**config.mk**
```make
export PLATFORM = sky130hd
export DESIGN_NAME = seq_timing_ctrl_team1
export DESIGN_NICKNAME = d
export VERILOG_FILES = /design/src/rtl/seq_timing_ctrl_team1.sv
export SDC_FILE = /design/constraint.sdc
export NUM_CORES = 1
export LEC_CHECK = 0
export BUFFER_PORTS_ARGS = -buffer_cell sky130_fd_sc_hd__buf_2
export CAP_MARGIN = 30
export CORE_MARGIN = 2
export CORE_UTILIZATION = 37
export DETAILED_ROUTE_END_ITERATION = 8
export HOLD_SLACK_MARGIN = 0.08
export PLACE_DENSITY_LB_ADDON = 0.25
export SETUP_SLACK_MARGIN = 0.1
export SYNTH_ARGS = -nofsm -noshare
export SYNTH_HDL_FRONTEND = slang
export SYNTH_SLANG_ARGS = --single-unit
```
**constraint.sdc**
```tcl
create_clock -name clk -period 1.9 [get_ports clk]
set_input_delay 0.19 -clock clk [delete_from_list [all_inputs] [get_ports clk]]
set_output_delay 0.19 -clock clk [all_outputs]
set_load 0.02 [all_outputs]
```
**src/rtl/seq_timing_ctrl_team1.sv**
```systemverilog
// seq_timing_ctrl_team1
// Timing and interrupt control stage ahead of the PC control logic.
// It owns the sequence counter SC and decodes it into the one-hot timing bus T.
// It owns the interrupt-cycle flop R, the interrupt enable IEN and the run flop S.
// It also produces the register-reference strobe r and the I/O strobe p.
//
// Optional build macro: SC_OVF_TRAP_EN. When it is defined, an SC overflow
// halts the stage and sets the sticky ILLEGAL flag. When it is undefined, SC
// wraps silently and ILLEGAL is tied low.
//
// Ports:
//   clk         system clock, all state updates on posedge
//   CLR_GLOBAL  synchronous active-high reset
//   START       single-cycle pulse, sets S
//   D[7:0]      one-hot decoded opcode
//   I           IR[15] indirect/type bit
//   B[11:0]     IR[11:0] microop bits
//   FGI, FGO    input/output flags
//   T           one-hot timing signals, all zero while halted
//   SC          current sequence count
//   R, IEN, S   interrupt-cycle, interrupt-enable and run flops
//   r, p        register-reference and I/O strobes
//   ILLEGAL     sticky SC overflow flag (SC_OVF_TRAP_EN builds only)
module seq_timing_ctrl_team1 #(
   parameter int unsigned SC_WIDTH     = 4,
   parameter bit          RUN_AT_RESET = 1'b1
) (
   input  logic                     clk,
   input  logic                     CLR_GLOBAL,
   input  logic                     START,
   input  logic [7:0]               D,
   input  logic                     I,
   input  logic [11:0]              B,
   input  logic                     FGI,
   input  logic                     FGO,
   output logic [(2**SC_WIDTH)-1:0] T,
   output logic [SC_WIDTH-1:0]      SC,
   output logic                     R,
   output logic                     IEN,
   output logic                     S,
   output logic                     r,
   output logic                     p,
   output logic                     ILLEGAL
);

   logic sc_clr;
   logic hlt;
   logic r_set;
   logic r_clr;
   logic ien_set;
   logic ien_clr;

   // Only ION (B[7]), IOF (B[6]) and HLT (B[0]) are decoded here.
   logic unused_b;
   assign unused_b = ^{B[11:8], B[5:1]};

   always_comb begin
      T = '0;
      if (S) T[SC] = 1'b1;
   end

   assign r = D[7] & ~I & T[3];
   assign p = D[7] &  I & T[3];

   // End of instruction: the interrupt cycle, or the last T step of each opcode.
   assign sc_clr = (R & T[2])
                 | ((D[0] | D[1] | D[2] | D[5]) & T[5])
                 | ((D[3] | D[4]) & T[4])
                 | (D[6] & T[6])
                 | r | p;

   assign hlt     = r & B[0];
   // T is all zero while S=0, so R can neither set nor clear while halted.
   assign r_set   = S & ~T[0] & ~T[1] & ~T[2] & IEN & (FGI | FGO);
   assign r_clr   = R & T[2];
   assign ien_set = p & B[7];
   assign ien_clr = (p & B[6]) | r_clr;

`ifdef SC_OVF_TRAP_EN
   logic ovf;
   assign ovf = S & ~sc_clr & (SC == '1);
`endif

   always_ff @(posedge clk) begin
      if (CLR_GLOBAL) begin
         SC  <= '0;
         R   <= 1'b0;
         IEN <= 1'b0;
         S   <= RUN_AT_RESET;
      end else begin
         if (S) begin
            if (sc_clr) SC <= '0;
            else        SC <= SC + SC_WIDTH'(1);
         end

         if (r_clr)      R <= 1'b0;
         else if (r_set) R <= 1'b1;

         if (ien_clr)      IEN <= 1'b0;
         else if (ien_set) IEN <= 1'b1;

         if (hlt)        S <= 1'b0;
         else if (START) S <= 1'b1;
`ifdef SC_OVF_TRAP_EN
         // On overflow, SC+1 already wraps to 0, so only S needs overriding.
         if (ovf) S <= 1'b0;
`endif
      end
   end

`ifdef SC_OVF_TRAP_EN
   always_ff @(posedge clk) begin
      if (CLR_GLOBAL) ILLEGAL <= 1'b0;
      else if (ovf)   ILLEGAL <= 1'b1;
   end
`else
   assign ILLEGAL = 1'b0;
`endif

endmodule

```
==> run summary <==
Run status: complete, no violations
Fin util: 0.577
CP top delay family: flip-flops
Seq/Total Area, Yosys: 0.223
Reg2Reg Depth: 4
Reg2Reg Setup Slack: 350 ps
DRT Wirelength: 1670 um
Slowest stage delay, CP: 600 ps
Min-Delay Path Class: input pin to flop
Max-cap violations: 0
Setup crit end kind: primary output
Dpl hpwl: 1300 um
Area grow syn2layout: 41.6%
Vias: 706
Maximum VDD drop: 529 uV
Clock Tree Buf Depth: 2
Syn avg cell area: 8.26 um2
Mapped Cells: 76
Die extent in x: 45.2 um
Gr usage total: 0.168
Main synth FF type: dfxtp_1
FILL cells: 152
Via/cell ratio: 5.27
Post-synth cell types: 36
Reg-to-reg startpoint: SC[1]
Setup TNS: 0 ps
Antenna Cells: 0
P per Cell Area: 630 nW/um2
Post-CTS Hold Fix Bufs: 0
Seq cells post-synth: 7
Crit path buf inv count: 2
Crit Path Class: flop to primary output
Num CTS Buffers: 3
Syn Std Cell Area: 628 um2
# nets final: 149
Number of synthesized flops with an enable pin: 0
Die Ht: 45.2 um
Final Skew: 6.12 ps
Crit path arrival time: 1500 ps
Largest net degree at the start of global routing: 16
TritonCTS clock tree: done
Crit path cell chain: nand4bb_4 > inv_2 > and3_4 > buf_2
End point of the critical path: p
DRT iter0 DRCs: 15
Final Max Slew Viols: 0
Clock Sinks: 7
Clock-pin slew on the worst setup and hold paths: 60 ps
Most instantiated cells after synthesis: 11 x and2_1, 7 x dfxtp_1, 6 x inv_1, 4 x and3_1, 4 x ha_1
Pre-antenna DRT Iters: 4
Initial core utilization: 0.407
Async set-or-reset flop fraction in the synthesized netlist: 0
Row count: 14
Largest area contributor in the netlist: dfxtp_1
Congestion Overflow GR: 0
RD Place Congestion: 0.825
IO buf count: 41
Root buffer selected by CTS: clkbuf_4
Max Freq: 593 MHz
Clk Latency, worst-skew pair: 250 ps
Final setup viols: 0
Share of the synthesized area in the top cell type: 0.223
Yosys warnings: 0
WP depth: 4
CP Launch Type: flop
Max FO, Critical Path: 15
Count leader, synth: and2_1
Final Cycle Share: 0.888
Core ar.: 1540 um2
IO Pins: 52
Wirelength per Cell: 12.5 um
WHS: 115 ps
Top post-synthesis cells by area: dfxtp_1 22%, and2_1 11%, ha_1 8.0%
Slowest CP cell: dfxtp_1
Final hold violation count: 0
Initial antenna violation count: 0
Post-route ant nets: 0
RSZ-0062 raised after global routing: false
Die ar.: 2040 um2
Vias in the first global route: 580
Min Tclk post-route: 1690 ps
LEAKAGE: 0.474 nW
First-pass GRT wire length: 2500 um
WP data required: 1710 ps
Critical path launch point: SC[2]
Critical R2R Capture: SC[0]
Post CTS Setup Buffer Count: 0
Fraction of layout cells with a size suffix above 1: 0.475
Post-synth net total: 106
Post-route DRC: 0
Htree depth: 1
==> layout by cell type (no fill, tap or decap), types with 2 or more instances in the layout <==
cell type | synthesis | routed
buf_2 | 0 | 41
and2_1 | 11 | 11
ha_1 | 4 | 3
o22ai_1 | 3 | 3
dfxtp_1 | 7 | 5
dfxtp_2 | 0 | 2
xor2_1 | 2 | 2
nor4_2 | 2 | 2
nor4_1 | 3 | 3
clkbuf_4 | 0 | 3
nor2_1 | 3 | 3
and3_1 | 4 | 4
inv_1 | 6 | 6
o21ai_0 | 2 | 2
nand2_1 | 2 | 2
==> worst min path at each step <==
stage / cells past startpoint / to / from
after global routing: 2 / IEN / B[6]
after CTS: 2 / IEN / B[6]
after floorplan: 1 / R / CLR_GLOBAL
after detailed placement: 2 / IEN / B[6]
after global placement: 2 / IEN / B[6]
final: 2 / IEN / B[6]
==> power breakdown <==
part | switching [mW] | internal (mW) | leakage [nW] | total (mW)
clock network | 0.0555 | 0.0802 | 0.0150 | 0.136
logic | 0.140 | 0.0965 | 0.402 | 0.236
registers | 0.0285 | 0.160 | 0.0567 | 0.189
==> kinds of logic after synthesis <==
logic type | after synthesis | synth area share
DFF | 7 | 0.223
and+or+nand+nor | 36 | 0.380
xor gates and xnor gates | 2 | 0.0279
adders and majority gates | 4 | 0.0797
buffers and inverters | 11 | 0.0956
muxes | 1 | 0.0179
other | 1 | 0.00597
AOI/OAI and AO/OA | 14 | 0.169
==> stage by stage <==
step,power [mW],instances,area [um2],setup slack (ps)
finish,0.561,134,890,213
CTS,0.550,134,856,118
detailed placement,0.415,130,827,355
floorplan,0.336,76,628,134
global route,0.601,134,890,116
global placement,0.411,130,827,349
==> layer usage <==
| metal | global-route usage | vias to the layer above | routed length [um] |
|---|---|---|---|
| li1 | - | 357 | - |
| met1 | 0.206 | 323 | 722 |
| met2 | 0.283 | 26 | 824 |
| met3 | 0.0720 | 0 | 124 |
| met4 | 0.0176 | 0 | 0 |
| met5 | 0 | - | 0 |
==> sequential cells by signal (all words and copies together) (netlist names) <==
name	flops
IEN	1
R	1
S	1
SC	4
==> cell type report <==
type / instances / area [um2] / share of cell area
multi-input combinational: 58 / 462 / 0.519
clock buffer: 4 / 26.3 / 0.0295
tap: 16 / 20.0 / 0.0225
timing repair buffer: 42 / 213 / 0.239
inverter: 7 / 26.3 / 0.0295
sequential: 7 / 143 / 0.160
==> what timing repair did <==
action,CTS,global route
endpoints found under the hold margin,0,0
endpoints found under the setup margin,2,2
gates resized for setup,1,5
(Power assumes the default switching activity.)
